## config.mk

```make
export PLATFORM = sky130hd
export DESIGN_NAME = mem_io_bridge_flat
export DESIGN_NICKNAME = d
export VERILOG_FILES = /design/src/rtl/mem_io_bridge_if.sv /design/src/rtl/mem_io_bridge.sv /design/src/flat_wrapper.sv
export SDC_FILE = /design/constraint.sdc
export NUM_CORES = 1
export LEC_CHECK = 0
export ABC_AREA = 1
export BUFFER_PORTS_ARGS = -buffer_cell sky130_fd_sc_hd__buf_4
export CORE_ASPECT_RATIO = 2
export CORE_MARGIN = 8
export CORE_UTILIZATION = 30
export CTS_CLUSTER_SIZE = 12
export DETAILED_ROUTE_END_ITERATION = 16
export PLACE_DENSITY = 0.59
export SETUP_SLACK_MARGIN = 0.15
export SYNTH_ARGS = -nofsm -noshare
export SYNTH_HDL_FRONTEND = slang
export SYNTH_SLANG_ARGS = --single-unit
```

## constraint.sdc

```tcl
create_clock -name clk -period 3.6 [get_ports clk]
set_input_delay 0.36 -clock clk [delete_from_list [all_inputs] [get_ports clk]]
set_output_delay 0.36 -clock clk [all_outputs]
set_load 0.01 [all_outputs]
```

## src/rtl/mem_io_bridge_if.sv

```systemverilog
// Bundled CPU, main-memory and I/O-channel signals of mem_io_bridge.
// slave is the bridge's view; master is the CPU/target side.
interface mem_io_bridge_if #(
  parameter int unsigned NCH = 4
) ();
  logic [31:0]      m_a;
  logic [31:0]      m_d_w;
  logic             m_access;
  logic             m_write;
  logic [31:0]      m_d_r;
  logic             m_ready;
  logic             m_err;

  logic [31:0]      mem_a;
  logic [31:0]      mem_d_w;
  logic             mem_access;
  logic             mem_write;
  logic [31:0]      mem_d_r;
  logic             mem_ready;

  logic [31:0]      io_a;
  logic [31:0]      io_d_w;
  logic [NCH-1:0]   io_access;
  logic             io_write;
  logic [32*NCH-1:0] io_d_r;
  logic [NCH-1:0]   io_ready;

  modport slave (
    input  m_a, m_d_w, m_access, m_write, mem_d_r, mem_ready, io_d_r, io_ready,
    output m_d_r, m_ready, m_err, mem_a, mem_d_w, mem_access, mem_write,
           io_a, io_d_w, io_access, io_write
  );

  modport master (
    output m_a, m_d_w, m_access, m_write, mem_d_r, mem_ready, io_d_r, io_ready,
    input  m_d_r, m_ready, m_err, mem_a, mem_d_w, mem_access, mem_write,
           io_a, io_d_w, io_access, io_write
  );
endinterface

```

## src/rtl/mem_io_bridge.sv

```systemverilog
// Registered bridge from the CPU memory port to main memory or one of NCH I/O channels.
// Define BRIDGE_TIMEOUT_EN to complete unresponsive accesses with an error after TIMEOUT cycles.
module mem_io_bridge #(
  parameter int unsigned NCH     = 4,
  parameter int unsigned CHW     = 2,
  parameter logic [3:0]  IO_SEL  = 4'hA,
  parameter int unsigned CH_LSB  = 12,
  parameter int unsigned TIMEOUT = 255
) (
  input  logic      clk,
  input  logic      clr,
  mem_io_bridge_if.slave bus
);

  typedef enum logic [1:0] {IDLE, BUSY, DONE} state_e;

  state_e          state_q;
  logic            is_io_q;
  logic            write_q;
  logic [31:0]     m_d_r_q;
  logic            m_ready_q;
  logic            m_err_q;
  logic [31:0]     mem_a_q;
  logic [31:0]     mem_d_w_q;
  logic            mem_access_q;
  logic            mem_write_q;
  logic [31:0]     io_a_q;
  logic [31:0]     io_d_w_q;
  logic [NCH-1:0]  io_access_q;
  logic            io_write_q;
`ifdef BRIDGE_TIMEOUT_EN
  logic [15:0]     cnt_q;
`endif

  logic            dec_io;
  logic [CHW-1:0]  dec_ch;
  logic            dec_ok;
  logic            sel_ready;
  logic [31:0]     sel_data;

  assign dec_io = (bus.m_a[31:28] == IO_SEL);
  assign dec_ch = bus.m_a[CH_LSB +: CHW];
  assign dec_ok = (32'(dec_ch) < NCH);

  // Ready/data of the single target being served; the one-hot strobe masks other channels.
  always_comb begin
    sel_ready = bus.mem_ready;
    sel_data  = bus.mem_d_r;
    if (is_io_q) begin
      sel_ready = |(bus.io_ready & io_access_q);
      sel_data  = '0;
      for (int c = 0; c < int'(NCH); c++) begin
        if (io_access_q[c]) sel_data = sel_data | bus.io_d_r[32*c +: 32];
      end
    end
  end

  always_ff @(posedge clk or posedge clr) begin
    if (clr) begin
      state_q      <= IDLE;
      is_io_q      <= 1'b0;
      write_q      <= 1'b0;
      m_d_r_q      <= '0;
      m_ready_q    <= 1'b0;
      m_err_q      <= 1'b0;
      mem_a_q      <= '0;
      mem_d_w_q    <= '0;
      mem_access_q <= 1'b0;
      mem_write_q  <= 1'b0;
      io_a_q       <= '0;
      io_d_w_q     <= '0;
      io_access_q  <= '0;
      io_write_q   <= 1'b0;
`ifdef BRIDGE_TIMEOUT_EN
      cnt_q        <= '0;
`endif
    end else begin
      case (state_q)
        IDLE: begin
          if (bus.m_access) begin
            is_io_q <= dec_io;
            write_q <= bus.m_write;
            if (dec_io && !dec_ok) begin
              // Nonexistent channel: complete immediately, no target touched.
              m_ready_q <= 1'b1;
              m_err_q   <= 1'b1;
              m_d_r_q   <= '0;
              state_q   <= DONE;
            end else begin
              mem_a_q      <= bus.m_a;
              mem_d_w_q    <= bus.m_d_w;
              io_a_q       <= bus.m_a;
              io_d_w_q     <= bus.m_d_w;
              mem_access_q <= !dec_io;
              mem_write_q  <= !dec_io && bus.m_write;
              io_access_q  <= dec_io ? (NCH'(1) << dec_ch) : '0;
              io_write_q   <= dec_io && bus.m_write;
`ifdef BRIDGE_TIMEOUT_EN
              cnt_q        <= '0;
`endif
              state_q      <= BUSY;
            end
          end
        end

        BUSY: begin
          if (sel_ready) begin
            mem_access_q <= 1'b0;
            mem_write_q  <= 1'b0;
            io_access_q  <= '0;
            io_write_q   <= 1'b0;
            m_ready_q    <= 1'b1;
            m_err_q      <= 1'b0;
            m_d_r_q      <= write_q ? 32'd0 : sel_data;
            state_q      <= DONE;
          end
`ifdef BRIDGE_TIMEOUT_EN
          else begin
            cnt_q <= cnt_q + 16'd1;
            if (cnt_q + 16'd1 == 16'(TIMEOUT)) begin
              mem_access_q <= 1'b0;
              mem_write_q  <= 1'b0;
              io_access_q  <= '0;
              io_write_q   <= 1'b0;
              m_ready_q    <= 1'b1;
              m_err_q      <= 1'b1;
              m_d_r_q      <= '0;
              state_q      <= DONE;
            end
          end
`endif
        end

        DONE: begin
          m_ready_q <= 1'b0;
          state_q   <= IDLE;
        end

        default: state_q <= IDLE;
      endcase
    end
  end

  assign bus.m_d_r      = m_d_r_q;
  assign bus.m_ready    = m_ready_q;
  assign bus.m_err      = m_err_q;
  assign bus.mem_a      = mem_a_q;
  assign bus.mem_d_w    = mem_d_w_q;
  assign bus.mem_access = mem_access_q;
  assign bus.mem_write  = mem_write_q;
  assign bus.io_a       = io_a_q;
  assign bus.io_d_w     = io_d_w_q;
  assign bus.io_access  = io_access_q;
  assign bus.io_write   = io_write_q;

endmodule

```

## src/flat_wrapper.sv

```systemverilog
// flat-port wrapper written by rule: the top's interface ports become plain ports
module mem_io_bridge_flat 
#(
  parameter int unsigned NCH     = 4,
  parameter int unsigned CHW     = 2,
  parameter logic [3:0]  IO_SEL  = 4'hA,
  parameter int unsigned CH_LSB  = 12,
  parameter int unsigned TIMEOUT = 255
)
  (clk, clr, bus_m_a, bus_m_d_w, bus_m_access, bus_m_write, bus_mem_d_r, bus_mem_ready, bus_io_d_r, bus_io_ready, bus_m_d_r, bus_m_ready, bus_m_err, bus_mem_a, bus_mem_d_w, bus_mem_access, bus_mem_write, bus_io_a, bus_io_d_w, bus_io_access, bus_io_write);
  mem_io_bridge_if #(.NCH(NCH)) bus_i ();
  input  logic clk;
  input  logic clr;
  input wire logic [$bits(bus_i.m_a)-1:0] bus_m_a;
  input wire logic [$bits(bus_i.m_d_w)-1:0] bus_m_d_w;
  input wire logic [$bits(bus_i.m_access)-1:0] bus_m_access;
  input wire logic [$bits(bus_i.m_write)-1:0] bus_m_write;
  input wire logic [$bits(bus_i.mem_d_r)-1:0] bus_mem_d_r;
  input wire logic [$bits(bus_i.mem_ready)-1:0] bus_mem_ready;
  input wire logic [$bits(bus_i.io_d_r)-1:0] bus_io_d_r;
  input wire logic [$bits(bus_i.io_ready)-1:0] bus_io_ready;
  output wire logic [$bits(bus_i.m_d_r)-1:0] bus_m_d_r;
  output wire logic [$bits(bus_i.m_ready)-1:0] bus_m_ready;
  output wire logic [$bits(bus_i.m_err)-1:0] bus_m_err;
  output wire logic [$bits(bus_i.mem_a)-1:0] bus_mem_a;
  output wire logic [$bits(bus_i.mem_d_w)-1:0] bus_mem_d_w;
  output wire logic [$bits(bus_i.mem_access)-1:0] bus_mem_access;
  output wire logic [$bits(bus_i.mem_write)-1:0] bus_mem_write;
  output wire logic [$bits(bus_i.io_a)-1:0] bus_io_a;
  output wire logic [$bits(bus_i.io_d_w)-1:0] bus_io_d_w;
  output wire logic [$bits(bus_i.io_access)-1:0] bus_io_access;
  output wire logic [$bits(bus_i.io_write)-1:0] bus_io_write;
  assign bus_i.m_a = bus_m_a;
  assign bus_i.m_d_w = bus_m_d_w;
  assign bus_i.m_access = bus_m_access;
  assign bus_i.m_write = bus_m_write;
  assign bus_i.mem_d_r = bus_mem_d_r;
  assign bus_i.mem_ready = bus_mem_ready;
  assign bus_i.io_d_r = bus_io_d_r;
  assign bus_i.io_ready = bus_io_ready;
  assign bus_m_d_r = bus_i.m_d_r;
  assign bus_m_ready = bus_i.m_ready;
  assign bus_m_err = bus_i.m_err;
  assign bus_mem_a = bus_i.mem_a;
  assign bus_mem_d_w = bus_i.mem_d_w;
  assign bus_mem_access = bus_i.mem_access;
  assign bus_mem_write = bus_i.mem_write;
  assign bus_io_a = bus_i.io_a;
  assign bus_io_d_w = bus_i.io_d_w;
  assign bus_io_access = bus_i.io_access;
  assign bus_io_write = bus_i.io_write;
  mem_io_bridge #(.NCH(NCH), .CHW(CHW), .IO_SEL(IO_SEL), .CH_LSB(CH_LSB), .TIMEOUT(TIMEOUT)) u_core (.clk(clk), .clr(clr), .bus(bus_i));
endmodule
```

Word-level counts from Yosys, hierarchy flattened
Index checks and enable logic that the tools add are counted.
{ "totals": {"in_bits": 233, "latch_bits": 0, "output_inout_bits": 169, "mem_count": 0, "ramBits": 0, "mem_bits_ro": 0, "ff_bits": 108} }
{ "classes": {"n_reduce_logical": 12, "n_eq_ne": 5, "shift": 1, "muxes": 26, "n_addsub": 0, "magnitude_cmp": 0, "multipliers": 0, "bitwise_logic": 4, "div_mod_pow": 0} }
{ "ops": {"columns": ["op", "n"], "rows": [
  ["$mux W32", 9],
  ["$or A32 B32 Y32", 3],
  ["$mux W4", 3],
  ["$pmux W1 S2", 4],
  ["$pmux W4 S2", 1],
  ["$reduce_and A2 Y1", 4],
  ["$mux W1", 6],
  ["$and A4 B4 Y4", 1],
  ["$eq A4 B4 Y1 const B", 1],
  ["$mux W2", 2],
  ["$pmux W2 S2", 1],
  ["$reduce_bool A2 Y1", 2],
  ["$reduce_or A4 Y1", 1],
  ["$shl A1 B2 Y4 const A", 1],
  ["$reduce_and A3 Y1", 1],
  ["$eq A2 B1 Y1 const B", 1],
  ["$eq A2 B2 Y1 const B", 1],
  ["$logic_and A1 B1 Y1", 2],
  ["$logic_not A2 Y1", 1],
  ["$ne A2 B1 Y1 const B", 1],
  ["$ne A2 B2 Y1 const B", 1],
  ["$logic_not A1 Y1", 1]
]} }

Longest topological paths before layout
Gate-level depths: netlist (run 1).
{ "logic_depth": {"depth_word": 12, "ltp_mapped": 10} }

Least setup slack after synthesis (run 1)
OpenSTA, ideal clock, no wires.
{ "synth_timing": {"path_type": "reg-to-reg", "start": "register u_core.io_access_q[0] (netlist: u_core.bus.io_access[0])", "end": "register u_core.m_d_r_q[11] (netlist: u_core.bus.m_d_r[11])", "path_stages_with_launch": 11, "period_less_slack_ps": 1290, "path_buffers": 2, "setup_slack_ps": 2310, "t_arrival_ps": 1175, "required_time_ps": 3485, "path_cell_list": "dfrtp_1 buf_4 nand2_1 nand2_1 inv_2 nand3_4 nand3_4 inv_6 buf_12 nand2_2 nand2_2"} }
{ "synth_via": {"elab_chain_len": 12} }
{ "synth_rtl": {"columns": ["element", "line", "text"], "rows": [
  ["from (decl)", "mem_io_bridge.sv:29", "logic [NCH-1:0] io_access_q;"],
  ["from (signal assigned)", "mem_io_bridge.sv:96", "io_access_q <= dec_io ? (NCH'(1) << dec_ch) : '0;"],
  ["$mux W32", "mem_io_bridge.sv:53", "if (io_access_q[c]) sel_data = sel_data | bus.io_d_r[32*c +: 32];"],
  ["$mux W32", "mem_io_bridge.sv:49", "if (is_io_q) begin"],
  ["$or A32 B32 Y32", "mem_io_bridge.sv:53", null],
  ["$mux W32", "mem_io_bridge.sv:53", null],
  ["$mux W32", "mem_io_bridge.sv:49", null],
  ["$or A32 B32 Y32", "mem_io_bridge.sv:53", null],
  ["$mux W32", "mem_io_bridge.sv:53", null],
  ["$mux W32", "mem_io_bridge.sv:49", null],
  ["$or A32 B32 Y32", "mem_io_bridge.sv:53", null],
  ["$mux W32", "mem_io_bridge.sv:53", null],
  ["$mux W32", "mem_io_bridge.sv:49", null],
  ["$mux W32", "mem_io_bridge.sv:114", "m_d_r_q <= write_q ? 32'd0 : sel_data;"],
  ["to (signal assigned)", "mem_io_bridge.sv:114", null],
  ["to (decl)", "mem_io_bridge.sv:20", "logic [31:0] m_d_r_q;"]
]} }
Parallel ways exist; a longest one is shown, timed or not. The select of a mux whose other input is x is not followed.
A chain may end at the register's enable or synchronous reset.

Final worst setup path (run 1)
{ "layout_timing": {"start": "register u_core.io_access_q[0] (netlist: u_core.bus.io_access[0])", "end": "register u_core.m_d_r_q[7] (netlist: u_core.bus.m_d_r[7])"} }
The elaborated chain is that of the path after synthesis.

==> results of run 1 <==
Yosys cell counts:
cell	n
nand2_1	337
dfrtp_1	108
buf_4	77
a21oi_1	76
nand2_2	61
o21ai_0	38
buf_2	19
and3_1	13
nand3_1	13
inv_1	8
clkbuf_1	7
inv_2	6
a21oi_2	5
nor3_1	4
and3_2	3
buf_12	3
clkbuf_2	3
nand3_4	2
buf_1	1
buf_6	1
clkinv_2	1
conb_1	1
inv_6	1
nand4_1	1
nor2_1	1
o21a_1	1
o21bai_1	1
or2_0	1
logic make-up after synthesis:
kind of cell / count (synthesis)
buffers and inverters: 127
AOI/OAI and AO/OA: 121
DFF: 108
other: 1
and+or+nand+nor: 436
how the worst min path moves through the flow:
stage	from	end	slack (ns)	depth (start not counted)
after floorplan	bus_m_a[0]	u_core.bus.io_a[0]	0.47	2
after global placement	u_core.bus.m_d_r[23]	u_core.bus.m_d_r[23]	0.47	2
after detailed placement	u_core.bus.m_d_r[24]	u_core.bus.m_d_r[24]	0.47	2
after CTS	clr	u_core.bus.io_d_w[15]	0.12	2
after global routing	clr	u_core.bus.io_d_w[15]	0.14	2
final	clr	u_core.bus.io_d_w[15]	0.09	2
state kept, by name, summed over array words and instances, names as in the netlist, 2 cells and up:
name and count:
u_core.bus.io_d_w 32, u_core.bus.io_a 32, u_core.bus.io_access 4, u_core.bus.m_d_r 32
u_core.state_q 2
area by class of cell:
class,instances,share of cell area [%]
antenna,3,0.08298
multi-input combinational,558,27.91
tap,262,3.623
clock inverter,6,1.037
clock buffer,10,2.641
inverter,16,0.7606
sequential,108,29.87
timing repair buffer,409,34.08
metal layers:
| layer | share of wire [%] | vias to the layer above |
|---|---|---|
| li1 | - | 3041 |
| met1 | 36 | 2769 |
| met2 | 53 | 254 |
| met3 | 8.0 | 28 |
| met4 | 2.7 | 0 |
| met5 | 0 | - |
metrics by stage:
stage                     utilization, %  cell area, µm²  hold WS [ns]
after floorplan                        -            6078        0.4696
after global placement             43.73            8707        0.4734
after detailed placement           43.73            8707        0.4746
after CTS                          45.40            9040        0.1219
after global routing               45.44            9047        0.1422
final                              45.44            9047       0.09194
report_power, final:
part | switching [mW] | internal (mW) | total [mW]
sequential | 0.479 | 1.73 | 2.21
clock | 0.469 | 0.636 | 1.10
combinational | 1.97 | 1.68 | 3.65
total | 2.92 | 4.05 | 6.97
==> impl_metrics.env, run 1 <==
export IMPL_run_status="complete, no violations"
export IMPL_io_buffers=400
export IMPL_clkSlewWorstSetupHoldPaths_ns=0.08
export IMPL_setup_slack_ns=1.443
export IMPL_clk_root_buffer_cell="clkbuf_16"
export IMPL_wl_per_cell_um=17.92
export IMPL_worstHoldPathType="in2async"
export IMPL_die_area_um2=25350
export IMPL_synth_top_family_by_area="simple AND/OR/NAND/NOR gates"
export IMPL_synth_simple_area_share_pct=31.04
export IMPL_grt_pass1_vias=6492
export IMPL_crit_type="reg2reg"
export IMPL_routed_wl_mm=24.59
export IMPL_cts_resized=0
export IMPL_cp_start_kind="flop"
export IMPL_busiest_layer="met2"
export IMPL_pwr_density_cell_nw_per_um2=770.0
export IMPL_yosysSeqAreaShare_pct=44.46
export IMPL_grt_total_usage_pct=18.86
export IMPL_power_leakage_nw=4.881
export IMPL_crit_path_end="u_core.bus.m_d_r[7]"
export IMPL_cts_path_max_buffers=2
export IMPL_r2r_setup_slack_ns=1.44
export IMPL_layout_drive_gt1_share_pct=45.71
export IMPL_cp_depth=9
export IMPL_antenna_found_initial=3
export IMPL_multiInputGateArea_um2=2525
export IMPL_tns_ns=0
export IMPL_fp_row_count=73
export IMPL_hpwl_mm=19.26
export IMPL_critical_path_startpoint="u_core.bus.io_access[0]"
export IMPL_syn_inst=793
export IMPL_cp_buffers_inverters=3
export IMPL_dieHeight_um=217.3
export IMPL_fin_cells=1372
export IMPL_io_pins=402
export IMPL_gp_congestion=0.8540
export IMPL_grt_pass1_wl_mm=36.83
export IMPL_grt_util_met1_pct=20.08
export IMPL_layout_commonest_cell="buf_4"
export IMPL_timing_rr_end="u_core.bus.m_d_r[7]"
export IMPL_yosysTopAreaCell="dfrtp_1"
export IMPL_drtAntennaViolNets=0
export IMPL_grtUsageMet2_pct=34.41
export IMPL_clkLatencyLatePin_ns=0.35
export IMPL_syn_area_um2=6078
export IMPL_fp_dieW_um=116.7
export IMPL_r2r_start="u_core.bus.io_access[0]"
export IMPL_synth_mux_area_share_pct=0
export IMPL_slew_viol_final=0
export IMPL_slowest_delay_ns=0.49
export IMPL_cts_setup_buffers=0
export IMPL_synth_area_per_cell_um2=7.665
export IMPL_ff_latch_area_um2=2703
export IMPL_use_met3_pct=4.244
export IMPL_tritoncts="built"
export IMPL_drt_iter0_markers=210
export IMPL_fillers=2058
export IMPL_crit_fanout=41
export IMPL_drtPass1Iterations=4
export IMPL_start_util_pct=30.53
export IMPL_end_kind="flop"
export IMPL_synth_top_area_share_pct=44.46
export IMPL_path_delay_family="buffers and inverters"
export IMPL_cts_inserted_buffers=9
export IMPL_layout_common_cells="buf_4 (408), nand2_1 (337), dfrtp_1 (108), a21oi_1 (76), nand2_2 (61)"
export IMPL_skew_ns=0.006855
export IMPL_worstMarginPinSlew_ns=0.9087
export IMPL_drt_drc_violations_left=0
export IMPL_grt_start_max_net_pins=78
export IMPL_yosysWarningCount=0
export IMPL_cts_sinks=108
export IMPL_core_area_um2=19910
export IMPL_synthAdderAreaFrac_pct=0
export IMPL_dp_cells=1353
export IMPL_syn_num_nets=1026
export IMPL_r2r_cells=9
export IMPL_ys_top_cells_by_area="dfrtp_1 (44%), nand2_1 (21%), buf_4 (9.5%), nand2_2 (6.3%), a21oi_1 (6.3%)"
export IMPL_crit_chain="buf_4 -> nand2_1 -> nand2_1 -> inv_2 -> nand3_4 -> nand3_4 -> inv_6 -> nand2_2 -> nand2_2"
export IMPL_fin_crit_sh_pct=59.90
export IMPL_ctsHtreeMaxLevel=3
export IMPL_synth_compound_area_share_pct=10.35
export IMPL_relSlewSlack_pct=39.35
export IMPL_rsz0062_at_grt="false"
export IMPL_nets=1335
export IMPL_ir_drop_mv=0.6201
export IMPL_synth_xor_area_share_pct=0
export IMPL_synth_seq_cells=108
export IMPL_vias=6092
export IMPL_crit_slowest_cell="inv_6"
export IMPL_worstPathArrival_ns=2.44
export IMPL_max_freq_mhz=463.7
export IMPL_period_minus_slack_ns=2.157
export IMPL_cp_required_ns=3.88
export IMPL_maxCapViolCount=0
export IMPL_overflow=0
export IMPL_place_ws_ns=1.394
export IMPL_cts_hold_buf=0
export IMPL_fin_total_pwr_mw=6.966
export IMPL_viasPerCell=4.440
export IMPL_synth_distinct_cells=28
export IMPL_hold_viol=0
export IMPL_finalSetupViolations=0
export IMPL_synthToLayoutAreaGrowth_pct=48.85
(Power assumes the default switching activity.)
==> run 2, diff against run 1 <==
Settings changed: PLACE_DENSITY 0.59 to 0.61.
Clock period 3.6 ns to 1.95 ns, I/O delays scaled along.
==> run 2 against run 1 <==
  * The run now ends with hold timing left
  * Largest cell class unchanged
  * Die area did not move
  * Total power up 84%
  * Flip-flop and latch count stayed put
  * Clock power increased by 65%
  * Non-clock buffer count increased by 5
  * Highest routed layer unchanged
  * Setup slack lost 1.0 ns
  * Global-route usage shrank 0.085 points
==> impl_metrics.env, run 2 (same netlist as run 1, synthesis figures left out) <==
export IMPL_cts_inserted_buffers=9
export IMPL_gp_congestion=0.8698
export IMPL_busiest_layer="met2"
export IMPL_place_ws_ns=0.4262
export IMPL_viasPerCell=4.541
export IMPL_nets=1340
export IMPL_wl_per_cell_um=18.06
export IMPL_violations="hold timing"
export IMPL_run_status="complete, but fails checks"
export IMPL_max_freq_mhz=651.6
export IMPL_worstHoldPathType="in2async"
export IMPL_synthToLayoutAreaGrowth_pct=49.44
export IMPL_fin_cells=1375
export IMPL_cts_setup_buffers=0
export IMPL_worstPathArrival_ns=1.82
export IMPL_clk_root_buffer_cell="clkbuf_16"
export IMPL_clkLatencyLatePin_ns=0.35
export IMPL_dieHeight_um=217.3
export IMPL_dp_cells=1358
export IMPL_finish_utilization_pct=45.62
export IMPL_hold_ws_ns=-0.01253
export IMPL_setup_slack_ns=0.4153
export IMPL_crit_fanout=33
export IMPL_cts_resized=0
export IMPL_multiInputGateArea_um2=2525
export IMPL_tns_ns=0
export IMPL_ir_drop_mv=1.078
export IMPL_io_buffers=400
export IMPL_fp_row_count=73
export IMPL_cts_sinks=108
export IMPL_use_met3_pct=4.300
export IMPL_antenna_found_initial=1
export IMPL_grt_pass1_wl_mm=36.57
export IMPL_grtUsageMet2_pct=33.44
export IMPL_die_area_um2=25350
export IMPL_pwr_density_cell_nw_per_um2=1413
export IMPL_fin_crit_sh_pct=78.70
export IMPL_fillers=2066
export IMPL_cts_path_max_buffers=2
export IMPL_drtPass1Iterations=5
export IMPL_rsz0062_at_grt="false"
export IMPL_r2r_cells=7
export IMPL_drtAntennaViolNets=0
export IMPL_skew_ns=0.007731
export IMPL_drt_iter0_markers=279
export IMPL_grt_total_usage_pct=18.78
export IMPL_drt_drc_violations_left=0
export IMPL_grt_pass1_vias=6480
export IMPL_layout_commonest_cell="buf_4"
export IMPL_worstMarginPinSlew_ns=0.6280
export IMPL_io_pins=402
export IMPL_layout_common_cells="buf_4 (410), nand2_1 (337), dfrtp_1 (108), a21oi_1 (76), nand2_2 (61)"
export IMPL_tritoncts="built"
export IMPL_r2r_setup_slack_ns=0.42
export IMPL_slew_viol_final=0
export IMPL_fp_dieW_um=116.7
export IMPL_grt_util_met1_pct=20.33
export IMPL_core_area_um2=19910
export IMPL_cts_hold_buf=0
export IMPL_timing_rr_end="u_core.bus.m_d_r[31]"
export IMPL_cp_required_ns=2.24
export IMPL_ff_latch_area_um2=2703
export IMPL_start_util_pct=30.53
export IMPL_end_kind="flop"
export IMPL_hpwl_mm=19.19
export IMPL_crit_type="reg2reg"
export IMPL_finalSetupViolations=0
export IMPL_power_leakage_nw=4.898
export IMPL_cp_start_kind="flop"
export IMPL_vias=6244
export IMPL_r2r_start="u_core.state_q[1]"
export IMPL_clkSlewWorstSetupHoldPaths_ns=0.08
export IMPL_relSlewSlack_pct=58.13
export IMPL_ctsHtreeMaxLevel=3
export IMPL_hold_viol=17
export IMPL_overflow=0
export IMPL_routed_wl_mm=24.83
export IMPL_layout_drive_gt1_share_pct=45.95
export IMPL_grt_start_max_net_pins=109
export IMPL_maxCapViolCount=0
export IMPL_period_minus_slack_ns=1.535
==> run 2: where the power goes <==
part / leakage, nW / switching (mW) / internal (mW)
Clock: 0.142 / 0.891 / 0.928
Sequential: 1.36 / 0.862 / 3.19
Combinational: 3.39 / 3.76 / 3.20
==> run 2: metrics by stage <==
| stage | power (mW) | area, µm² |
|---|---|---|
| final | 12.83 | 9084 |
| after global routing | 13.81 | 9084 |
| after CTS | 13.07 | 9081 |
| after detailed placement | 11.17 | 8783 |
| after global placement | 11.09 | 8783 |
| after floorplan | 8.284 | 6082 |
==> run 2: worst max-delay path by stage <==
stage / depth (start not counted) / to / slack [ns] / start
after floorplan: 1 / u_core.bus.io_a[0] / 0.45 / clr
after global placement: 7 / u_core.bus.m_d_r[24] / 0.48 / u_core.is_io_q
after detailed placement: 7 / u_core.bus.m_d_r[24] / 0.43 / u_core.state_q[1]
after CTS: 7 / u_core.bus.m_d_r[31] / 0.40 / u_core.state_q[1]
after global routing: 7 / u_core.bus.m_d_r[24] / 0.29 / u_core.state_q[1]
final: 7 / u_core.bus.m_d_r[31] / 0.42 / u_core.state_q[1]
==> run 2: critical path: stages, from the launching register on <==
cell     delay (ns)
dfrtp_1        0.38
inv_2          0.08
nand2_1        0.10
inv_2          0.09
nand3_4        0.23
inv_6          0.39
nand2_2        0.09
nand2_2        0.07
==> run 2: routing by layer <==
layer	up-vias	part of all wire, %
li1	3059	-
met1	2859	36
met2	286	52
met3	40	8.3
met4	0	3.2
met5	-	0
==> run 2: area by class of cell <==
class,instances,area share (%)
Tap cell,262,3.609
Antenna cell,1,0.02755
Multi-Input combinational cell,558,27.80
Sequential cell,108,29.75
Timing Repair Buffer,414,34.77
Clock buffer,10,2.631
Inverter,16,0.7714
Clock inverter,6,0.6474
